## src/rtl/picomips_decode_ctrl_pkg.sv

```systemverilog
// Shared picoMIPS encoding: widths, opcode values, field positions and control enums.
package picomips_decode_ctrl_pkg;

    localparam int unsigned DATA_WIDTH = 8;
    localparam int unsigned ADDR_WIDTH = 5;
    localparam int unsigned INST_WIDTH = 6;
    localparam int unsigned INSTR_BITS = INST_WIDTH + 2 * ADDR_WIDTH + DATA_WIDTH;

    // Field positions within the instruction word
    localparam int unsigned OP_MSB  = INSTR_BITS - 1;
    localparam int unsigned OP_LSB  = OP_MSB - INST_WIDTH + 1;
    localparam int unsigned S_MSB   = OP_LSB - 1;
    localparam int unsigned S_LSB   = S_MSB - ADDR_WIDTH + 1;
    localparam int unsigned D_MSB   = S_LSB - 1;
    localparam int unsigned D_LSB   = D_MSB - ADDR_WIDTH + 1;
    localparam int unsigned T_MSB   = ADDR_WIDTH - 1;
    localparam int unsigned IMM_MSB = DATA_WIDTH - 1;

    // Sub-decode bits for NXX and LXX
    localparam int unsigned NXX_SW_BIT  = 16;
    localparam int unsigned NXX_TGT_BIT = 15;
    localparam int unsigned LXX_LED_BIT = 12;
    localparam int unsigned LXX_SEL_BIT = 11;

    typedef enum logic [INST_WIDTH-1:0] {
        OP_ADD = 6'd0,
        OP_ADI = 6'd1,
        OP_MUL = 6'd2,
        OP_MLI = 6'd3,
        OP_NXX = 6'd4,
        OP_LXX = 6'd5
    } opcode_e;

    typedef enum logic [1:0] {
        WB_ALU = 2'b00,
        WB_IMM = 2'b01,
        WB_SW  = 2'b10
    } wb_sel_e;

    typedef enum logic {
        EXEC    = 1'b0,
        WAIT_SW = 1'b1
    } state_e;

endpackage

```

## src/rtl/picomips_decode_ctrl_if.sv

```systemverilog
// Instruction-in / control-out bundle between program memory, switches and the decoder.
interface picomips_decode_ctrl_if;
    import picomips_decode_ctrl_pkg::*;

    logic [INSTR_BITS-1:0] instr;
    logic                  sw8;
    logic                  pc_en;
    logic [ADDR_WIDTH-1:0] rs_addr;
    logic [ADDR_WIDTH-1:0] rt_addr;
    logic [ADDR_WIDTH-1:0] rd_addr;
    logic [DATA_WIDTH-1:0] imm;
    logic                  alu_op;
    logic                  alu_src_imm;
    wb_sel_e               wb_sel;
    logic                  reg_we;
    logic                  led_we;
    logic                  busy;
    logic                  illegal;

    modport master (
        output instr, sw8,
        input  pc_en, rs_addr, rt_addr, rd_addr, imm, alu_op, alu_src_imm,
               wb_sel, reg_we, led_we, busy, illegal
    );

    modport slave (
        input  instr, sw8,
        output pc_en, rs_addr, rt_addr, rd_addr, imm, alu_op, alu_src_imm,
               wb_sel, reg_we, led_we, busy, illegal
    );

endinterface

```

## src/rtl/picomips_decode_ctrl_sync2.sv

```systemverilog
// Generic two-flop synchroniser for asynchronous switch inputs.
module picomips_decode_ctrl_sync2 #(
    parameter int unsigned WIDTH = 1
) (
    input  logic             clk,
    input  logic             reset,
    input  logic [WIDTH-1:0] d_i,
    output logic [WIDTH-1:0] q_o
);

    logic [WIDTH-1:0] meta_q;
    logic [WIDTH-1:0] sync_q;

    // Two-stage capture; both stages clear on reset
    always_ff @(posedge clk) begin
        if (reset) begin
            meta_q <= '0;
            sync_q <= '0;
        end else begin
            meta_q <= d_i;
            sync_q <= meta_q;
        end
    end

    assign q_o = sync_q;

endmodule

```

## src/rtl/picomips_decode_ctrl.sv

```systemverilog
// picoMIPS instruction decoder with SW8 handshake sequencer for NSW and LED.
module picomips_decode_ctrl
    import picomips_decode_ctrl_pkg::*;
(
    input  logic                   clk,
    input  logic                   reset,
    picomips_decode_ctrl_if.slave  bus
);

    logic                  sw8_s;
    state_e                state_q, state_d;
    logic                  target_q, target_d;
    logic                  illegal_q, illegal_d;

    logic [INST_WIDTH-1:0] op;
    logic [ADDR_WIDTH-1:0] s_fld;
    logic [ADDR_WIDTH-1:0] d_fld;
    logic                  hs_req;
    logic                  hs_tgt;

    logic                  pc_en_c;
    logic [ADDR_WIDTH-1:0] rd_c;
    logic                  alu_op_c;
    logic                  src_imm_c;
    wb_sel_e               wb_sel_c;
    logic                  reg_we_c;
    logic                  led_we_c;

    assign op    = bus.instr[OP_MSB:OP_LSB];
    assign s_fld = bus.instr[S_MSB:S_LSB];
    assign d_fld = bus.instr[D_MSB:D_LSB];

    picomips_decode_ctrl_sync2 #(.WIDTH(1)) u_sync_sw8 (
        .clk   (clk),
        .reset (reset),
        .d_i   (bus.sw8),
        .q_o   (sw8_s)
    );

    // State, latched handshake target and sticky illegal flag
    always_ff @(posedge clk) begin
        if (reset) begin
            state_q   <= EXEC;
            target_q  <= 1'b0;
            illegal_q <= 1'b0;
        end else begin
            state_q   <= state_d;
            target_q  <= target_d;
            illegal_q <= illegal_d;
        end
    end

    // Combinational decode and next-state; handshakes compare against synchronised SW8
    always_comb begin
        state_d   = state_q;
        target_d  = target_q;
        illegal_d = illegal_q;
        hs_req    = 1'b0;
        hs_tgt    = 1'b0;
        pc_en_c   = 1'b0;
        rd_c      = d_fld;
        alu_op_c  = 1'b0;
        src_imm_c = 1'b0;
        wb_sel_c  = WB_ALU;
        reg_we_c  = 1'b0;
        led_we_c  = 1'b0;

        case (state_q)
            EXEC: begin
                case (op)
                    OP_ADD, OP_ADI, OP_MUL, OP_MLI: begin
                        alu_op_c  = (op == OP_MUL) || (op == OP_MLI);
                        src_imm_c = (op == OP_ADI) || (op == OP_MLI);
                        reg_we_c  = 1'b1;
                        pc_en_c   = 1'b1;
                    end
                    OP_NXX: begin
                        if (bus.instr[NXX_SW_BIT]) begin
                            hs_req = 1'b1;
                            hs_tgt = bus.instr[NXX_TGT_BIT];
                        end else begin
                            pc_en_c = 1'b1;
                        end
                    end
                    OP_LXX: begin
                        rd_c = s_fld;
                        if (bus.instr[LXX_LED_BIT]) begin
                            led_we_c = 1'b1;
                            hs_req   = 1'b1;
                            hs_tgt   = bus.instr[LXX_SEL_BIT];
                        end else begin
                            wb_sel_c = bus.instr[LXX_SEL_BIT] ? WB_SW : WB_IMM;
                            reg_we_c = 1'b1;
                            pc_en_c  = 1'b1;
                        end
                    end
                    default: begin
                        pc_en_c   = 1'b1;
                        illegal_d = 1'b1;
                    end
                endcase

                if (hs_req) begin
                    if (sw8_s == hs_tgt) begin
                        pc_en_c = 1'b1;
                    end else begin
                        target_d = hs_tgt;
                        state_d  = WAIT_SW;
                    end
                end
            end
            WAIT_SW: begin
                if (sw8_s == target_q) begin
                    pc_en_c = 1'b1;
                    state_d = EXEC;
                end
            end
        endcase

        // Nothing advances or writes while reset is held
        if (reset) begin
            pc_en_c  = 1'b0;
            reg_we_c = 1'b0;
            led_we_c = 1'b0;
        end
    end

    assign bus.pc_en       = pc_en_c;
    assign bus.rs_addr     = s_fld;
    assign bus.rt_addr     = bus.instr[T_MSB:0];
    assign bus.rd_addr     = rd_c;
    assign bus.imm         = bus.instr[IMM_MSB:0];
    assign bus.alu_op      = alu_op_c;
    assign bus.alu_src_imm = src_imm_c;
    assign bus.wb_sel      = wb_sel_c;
    assign bus.reg_we      = reg_we_c;
    assign bus.led_we      = led_we_c;
    assign bus.busy        = (state_q == WAIT_SW);
    assign bus.illegal     = illegal_q;

endmodule

```

## src/flat_wrapper.sv

```systemverilog
// flat-port wrapper written by rule: the top's interface ports become plain ports
module picomips_decode_ctrl_flat import picomips_decode_ctrl_pkg::*;
  (clk, reset, bus_instr, bus_sw8, bus_pc_en, bus_rs_addr, bus_rt_addr, bus_rd_addr, bus_imm, bus_alu_op, bus_alu_src_imm, bus_wb_sel, bus_reg_we, bus_led_we, bus_busy, bus_illegal);
  picomips_decode_ctrl_if bus_i ();
  input  logic clk;
  input  logic reset;
  input wire logic [$bits(bus_i.instr)-1:0] bus_instr;
  input wire logic [$bits(bus_i.sw8)-1:0] bus_sw8;
  output wire logic [$bits(bus_i.pc_en)-1:0] bus_pc_en;
  output wire logic [$bits(bus_i.rs_addr)-1:0] bus_rs_addr;
  output wire logic [$bits(bus_i.rt_addr)-1:0] bus_rt_addr;
  output wire logic [$bits(bus_i.rd_addr)-1:0] bus_rd_addr;
  output wire logic [$bits(bus_i.imm)-1:0] bus_imm;
  output wire logic [$bits(bus_i.alu_op)-1:0] bus_alu_op;
  output wire logic [$bits(bus_i.alu_src_imm)-1:0] bus_alu_src_imm;
  output wire logic [$bits(bus_i.wb_sel)-1:0] bus_wb_sel;
  output wire logic [$bits(bus_i.reg_we)-1:0] bus_reg_we;
  output wire logic [$bits(bus_i.led_we)-1:0] bus_led_we;
  output wire logic [$bits(bus_i.busy)-1:0] bus_busy;
  output wire logic [$bits(bus_i.illegal)-1:0] bus_illegal;
  assign bus_i.instr = bus_instr;
  assign bus_i.sw8 = bus_sw8;
  assign bus_pc_en = bus_i.pc_en;
  assign bus_rs_addr = bus_i.rs_addr;
  assign bus_rt_addr = bus_i.rt_addr;
  assign bus_rd_addr = bus_i.rd_addr;
  assign bus_imm = bus_i.imm;
  assign bus_alu_op = bus_i.alu_op;
  assign bus_alu_src_imm = bus_i.alu_src_imm;
  assign bus_wb_sel = bus_i.wb_sel;
  assign bus_reg_we = bus_i.reg_we;
  assign bus_led_we = bus_i.led_we;
  assign bus_busy = bus_i.busy;
  assign bus_illegal = bus_i.illegal;
  picomips_decode_ctrl u_core (.clk(clk), .reset(reset), .bus(bus_i));
endmodule
```

## config.mk

```make
export PLATFORM = sky130hd
export DESIGN_NAME = picomips_decode_ctrl_flat
export DESIGN_NICKNAME = d
export VERILOG_FILES = /design/src/rtl/picomips_decode_ctrl_pkg.sv /design/src/rtl/picomips_decode_ctrl_if.sv /design/src/rtl/picomips_decode_ctrl_sync2.sv /design/src/rtl/picomips_decode_ctrl.sv /design/src/flat_wrapper.sv
export SDC_FILE = /design/constraint.sdc
export NUM_CORES = 1
export LEC_CHECK = 0
export BUFFER_PORTS_ARGS = -buffer_cell sky130_fd_sc_hd__buf_2
export CORE_MARGIN = 5
export CORE_UTILIZATION = 25
export CTS_BUF_LIST = sky130_fd_sc_hd__clkbuf_4
export DETAILED_ROUTE_END_ITERATION = 6
export GPL_TIMING_DRIVEN = 1
export PLACE_DENSITY_LB_ADDON = 0.05
export SLEW_MARGIN = 0
export SYNTH_ARGS = -nofsm -noshare
export SYNTH_HDL_FRONTEND = slang
export SYNTH_HIERARCHICAL = 1
export SYNTH_SLANG_ARGS = --single-unit
```

## constraint.sdc

```tcl
create_clock -name clk -period 1.9 [get_ports clk]
set_clock_uncertainty 0.15 [all_clocks]
set_input_delay 0.285 -clock clk [delete_from_list [all_inputs] [get_ports clk]]
set_output_delay 0.285 -clock clk [all_outputs]
set_load 0.05 [all_outputs]
```

==> results of run 1 <==
==> through the flow <==
step | setup slack (ps) | hold WS (ps) | setup TNS [ps] | area [sq um] | std cells
after detailed placement | -180 | 275 | -1890 | 773 | 119
after CTS | -86.9 | 91.3 | -388 | 911 | 125
after global placement | -179 | 269 | -1890 | 773 | 119
after global routing | -129 | 127 | -761 | 922 | 125
after floorplan | -158 | 197 | -472 | 617 | 65
final | -83.0 | 102 | -386 | 922 | 125
==> placed cells by master (no fill, tap or decap), types with 2 or more instances in the layout <==
cell	netlist	routed
a21oi_1	3	3
buf_2	0	24
buf_4	18	8
buf_6	0	13
clkbuf_4	0	4
dfxtp_1	5	4
inv_1	3	3
mux2_2	2	5
nand2_1	4	4
nand2b_1	2	2
nand3b_1	2	2
nor2_4	0	2
nor2b_1	2	2
nor4_4	0	3
or2_4	0	2
==> worst max-delay path, delay by kind of cell <==
| family | cells | cell delay (ps) |
|---|---|---|
| simple gates | 3 | 980 |
| buf+inv | 2 | 290 |
==> cells by family (layout without fill, tap and decap cells) <==
group	Yosys count	count (layout)	synth area share, %
compound gates	8	8	12.4
buf+inv	21	54	27.3
simple gates	24	24	27.7
flops	5	5	18.6
mux	6	6	12.4
xor+xnor	1	1	1.63
==> state kept, by name, indices dropped and copies added (netlist names) <==
signal / count
u_core/u_sync_sw8/q_o: 1
u_core/bus.illegal: 1
u_core/bus.busy: 1
u_core/u_sync_sw8/meta_q: 1
u_core/target_q: 1
==> repair_timing <==
| item | 4_1_cts | 5_1_grt |
|---|---|---|
| setup endpoints to repair | 12 | 12 |
| resized for setup | 27 | 3 |
| setup buffers | 2 | 0 |
| pin swaps | 5 | 0 |
| endpoints found under the hold margin | 0 | 0 |
==> power groups by stage <==
| stage | sequential, mW | clock [mW] | combinational (mW) |
|---|---|---|---|
| after global placement | 0.115 | 0 | 0.145 |
| after global routing | 0.113 | 0.157 | 0.171 |
| final | 0.113 | 0.141 | 0.161 |
| after CTS | 0.113 | 0.148 | 0.161 |
| after detailed placement | 0.115 | 0 | 0.145 |
| after floorplan | 0.119 | 0 | 0.168 |
==> routing by layer <==
layer	track usage [%]	vias up
met1	11.7	248
met2	14.9	25
met3	4.82	4
met5	0	-
met4	4.75	0
li1	-	272
==> layout make-up <==
class                           instances  area [sq um]
Fill cell                             207          1080
Multi-Input combinational cell         39           384
Timing Repair Buffer                   47           362
Sequential cell                         5           101
Tap cell                               27          33.8
Clock buffer                            4          30.0
Inverter                                3          11.3
==> final timing paths <==
path / from / endpoint / cells past startpoint
max: bus_instr[21] / bus_led_we / 5
min: bus_sw8 / u_core/u_sync_sw8/meta_q / 2
max reg2reg: u_core/bus.busy / u_core/target_q / 5
min reg2reg: u_core/u_sync_sw8/meta_q / u_core/u_sync_sw8/q_o / 1
==> flow_metrics.env, run 1 <==
export IMPL_grt_use_total_pct=9.92
export IMPL_num_rows=16
export IMPL_cp_end_kind="output port"
export IMPL_crit_top_cell="buf_6"
export IMPL_vdd_drop_max_mv=0.363
export IMPL_wl_met1_microns=623
export IMPL_first_global_vias=566
export IMPL_yosys_top_cells_count="18 x buf_4, 5 x dfxtp_1, 4 x nand2_1"
export IMPL_rsz0062_at_grt="true"
export IMPL_worst_pin_slew_ps=277
export IMPL_synthDistinctLibCells=28
export IMPL_die_area_sq_um=3170
export IMPL_grt_overflow=0
export IMPL_gp_congestion=0.739
export IMPL_netlist_instances=65
export IMPL_fin_nets=126
export IMPL_utilization_pct=46.1
export IMPL_cp_cell_sequence="buf_6 > or3_4 > or2_4 > nor4_4 > buf_6"
export IMPL_area_growth_pct=71.8
export IMPL_power_share_clock_pct=34.0
export IMPL_core_sq_um=2000
export IMPL_clock_sinks=5
export IMPL_final_hold_violation_count=0
export IMPL_violations="setup timing"
export IMPL_cts_reportedPaths_clkPinSlew_ps=40
export IMPL_relSlewSlack_pct=81.5
export IMPL_fin_ws_ps=-83.0
export IMPL_top_layer_used="met4"
export IMPL_power_leakage_nw=0.400
export IMPL_grt_max_degree=9
export IMPL_grt_first_pass_wirelength_microns=2500
export IMPL_drive_gt1_share_pct=70.4
export IMPL_synthArstFlopShare_pct=0
export IMPL_die_y_microns=56.3
export IMPL_ys_warn_count=6
export IMPL_wl_met2_microns=685
export IMPL_cpPeakStageDelay_ps=420
export IMPL_num_vias=549
export IMPL_synth_edf_count=0
export IMPL_ys_seq_elements=5
export IMPL_hp_class="in2reg"
export IMPL_drtAntennaViolNets=0
export IMPL_vias_per_cell=4.39
export IMPL_syn_area_per_cell_sq_um=8.26
export IMPL_synth_ff_type="dfxtp_1"
export IMPL_antenna_found_initial=0
export IMPL_power_mw=0.415
export IMPL_min_period_over_period_pct=104
export IMPL_cp_start_kind="input pin"
export IMPL_worst_setup_path_type="in2out"
export IMPL_port_buffers=37
export IMPL_path_max_fanout=4
export IMPL_synth_top_area_share_pct=25.2
export IMPL_slowest_stage="or3_4"
export IMPL_drv_slew=0
export IMPL_power_switching_mw=0.150
export IMPL_synthesis_nets=92
export IMPL_drc=0
export IMPL_initial_utilization_pct=26.8
export IMPL_combPwrFrac_pct=38.8
export IMPL_synth_seq_area_share_pct=18.6
export IMPL_synth_top_area_cell="buf_4"
export IMPL_routedWlPerCell_microns=11.9
export IMPL_timing_final_crit_period_ps=1980
export IMPL_syn_area_sq_um=537
export IMPL_drt_total_wl_microns=1480
export IMPL_finalSetupViolations=10
export IMPL_antennaDiodeCount=0
export IMPL_yosysMostFrequentCell="buf_4"
export IMPL_cp_data_required_time_ps=1460
export IMPL_hold_buffers=0
export IMPL_first_iter_violations=7
export IMPL_swShare_pct=36.2
export IMPL_clk_latency_ps=250
export IMPL_powerDensity_nw_per_um2=450
export IMPL_numCtsBuffers=3
export IMPL_ctsHtreeMaxLevel=1
export IMPL_die_x_microns=56.3
export IMPL_boundaryPins=59
export IMPL_max_clock_freq_ghz=0.504
export IMPL_power_frac_seq_pct=27.2
export IMPL_worstPathArrival_ps=1550
export IMPL_synthTopCellsByArea="buf_4 25%, dfxtp_1 19%, mux2_1 6.3%, a2111oi_4 5.1%, mux2_2 4.2%"
export IMPL_internal_power_mw=0.265
export IMPL_cts_tree="yes"
export IMPL_cts_root_buffer="clkbuf_4"
export IMPL_drv_cap=0
export IMPL_timing_reg2reg_setup_slack_ps=420
export IMPL_dp_hpwl_microns=1210
export IMPL_status="finished, violations left"
export IMPL_cts_max_path_buffers=2
export IMPL_drtPass1Iterations=2
export IMPL_dr_wl_met3_microns=159
Note: power is estimated with default switching activity, not from simulation.
==> run 2: changes to the inputs <==
--- a/config.mk
+++ b/config.mk
@@ -6,6 +6,7 @@
 export NUM_CORES = 1
 export LEC_CHECK = 0
 export BUFFER_PORTS_ARGS = -buffer_cell sky130_fd_sc_hd__buf_2
+export CORE_ASPECT_RATIO = 1.2
 export CORE_MARGIN = 5
 export CORE_UTILIZATION = 25
 export CTS_BUF_LIST = sky130_fd_sc_hd__clkbuf_4
==> flow_metrics.env, run 2 (synthesis gave the netlist of run 1 again) <==
export IMPL_path_max_fanout=4
export IMPL_final_hold_violation_count=0
export IMPL_vias_per_cell=4.42
export IMPL_cts_max_path_buffers=2
export IMPL_area_growth_pct=74.8
export IMPL_powerDensity_nw_per_um2=439
export IMPL_violations="setup timing"
export IMPL_core_sq_um=2050
export IMPL_initial_utilization_pct=26.2
export IMPL_vdd_drop_max_mv=0.315
export IMPL_timing_reg2reg_setup_slack_ps=390
export IMPL_die_y_microns=60.8
export IMPL_die_area_sq_um=3180
export IMPL_antenna_found_initial=0
export IMPL_dp_slack_ps=-184
export IMPL_grt_max_degree=9
export IMPL_instances_no_fill=128
export IMPL_clock_sinks=5
export IMPL_worst_pin_slew_ps=315
export IMPL_clk_latency_ps=240
export IMPL_worst_setup_path_type="in2out"
export IMPL_regArea_sq_um=101
export IMPL_grt_overflow=0
export IMPL_utilization_pct=45.8
export IMPL_status="finished, violations left"
export IMPL_power_leakage_nw=0.405
export IMPL_hold_end="u_core/u_sync_sw8/meta_q"
export IMPL_rsz0062_at_grt="true"
export IMPL_antennaDiodeCount=0
export IMPL_first_global_vias=559
export IMPL_drtPass1Iterations=4
export IMPL_first_iter_violations=2
export IMPL_whs_ps=109
export IMPL_fin_area_sq_um=938
export IMPL_drv_slew=0
export IMPL_drv_cap=0
export IMPL_dpl_cell_area_sq_um=777
export IMPL_dp_hpwl_microns=1170
export IMPL_fin_ws_ps=-64.0
export IMPL_ctsHtreeMaxLevel=1
export IMPL_drt_total_wl_microns=1460
export IMPL_top_layer_used="met4"
export IMPL_cts_root_buffer="clkbuf_4"
export IMPL_min_period_over_period_pct=103
export IMPL_hold_path_depth=2
export IMPL_multi_input_area_sq_um=388
export IMPL_cts_reportedPaths_clkPinSlew_ps=40
export IMPL_drc=0
export IMPL_timing_rr_end="u_core/target_q"
export IMPL_hp_class="in2reg"
export IMPL_cp_data_required_time_ps=1460
export IMPL_worstHoldStart="bus_sw8"
export IMPL_timing_final_crit_period_ps=1960
export IMPL_wl_met1_microns=606
export IMPL_num_rows=18
export IMPL_placedCellCount=122
export IMPL_relSlewSlack_pct=79.0
export IMPL_fin_nets=126
export IMPL_boundaryPins=59
export IMPL_final_common_cell="buf_2"
export IMPL_finalSetupViolations=10
export IMPL_r2r_start="u_core/bus.busy"
export IMPL_numCtsBuffers=3
export IMPL_drtAntennaViolNets=0
export IMPL_finalSetupTns_ps=-467
export IMPL_cts_tree="yes"
export IMPL_grt_use_total_pct=10.2
export IMPL_gp_congestion=0.648
export IMPL_die_x_microns=52.3
export IMPL_routedWlPerCell_microns=11.4
export IMPL_nFillCells=221
export IMPL_wl_met2_microns=637
export IMPL_power_mw=0.412
export IMPL_cp_end_kind="output port"
export IMPL_cp_start_kind="input pin"
export IMPL_r2r_cells=5
export IMPL_dr_wl_met3_microns=181
export IMPL_worstPathArrival_ps=1530
export IMPL_drive_gt1_share_pct=71.4
export IMPL_layout_common_cells="24 x buf_2, 14 x buf_6, 7 x buf_4"
export IMPL_num_vias=566
export IMPL_grt_first_pass_wirelength_microns=2440
export IMPL_port_buffers=37
export IMPL_max_clock_freq_ghz=0.509
-- run 2: cell counts in the layout (fill, tap and decap cells not counted) --
Identical to the previous run, type by type.
-- run 2: metal layers --
layer  vias to the layer above  global-route usage, %
met5                         -                      0
met4                         0                   8.39
met3                         6                   1.47
met2                        44                   16.8
met1                       242                   11.5
li1                        274                      -
-- run 2: how the worst max path moves through the flow --
stage | slack, ps | cells after the start | from | end
after floorplan | -160 | 3 | bus_instr[21] | bus_led_we
after detailed placement | -180 | 5 | bus_instr[21] | bus_reg_we
final | -60 | 6 | bus_instr[21] | bus_led_we
after global placement | -180 | 5 | bus_instr[21] | bus_reg_we
after CTS | -80 | 5 | bus_instr[21] | bus_led_we
after global routing | -130 | 6 | bus_instr[21] | bus_wb_sel[0]
-- run 2: final cells by class --
| type | count | area share (%) |
|---|---|---|
| clock buffer | 4 | 3.20 |
| multi-input combinational | 39 | 41.3 |
| timing repair buffer | 47 | 39.5 |
| sequential | 5 | 10.8 |
| inverter | 3 | 1.20 |
| tap | 30 | 4.00 |
-- run 2: worst max-delay path, cell delays in order --
cell and delay (ps):
buf_6 90, or3_4 420, or2_4 280, buf_12 130, nor4_4 130, buf_6 190
-- run 2: report_power, final --
group	total (mW)	internal [mW]	leakage, nW	switching (mW)
registers	0.113	0.110	0.0416	0.00284
logic	0.163	0.0621	0.345	0.101
clock network	0.137	0.0936	0.0184	0.0432
total	0.412	0.265	0.405	0.147
-- run 2: what timing repair did --
item / in CTS / in global routing
setup endpoints to repair: 12 / 12
hold buffers: 0 / 0
setup buffers: 1 / 1
pin swaps: 6 / 5
resized for setup: 29 / 1
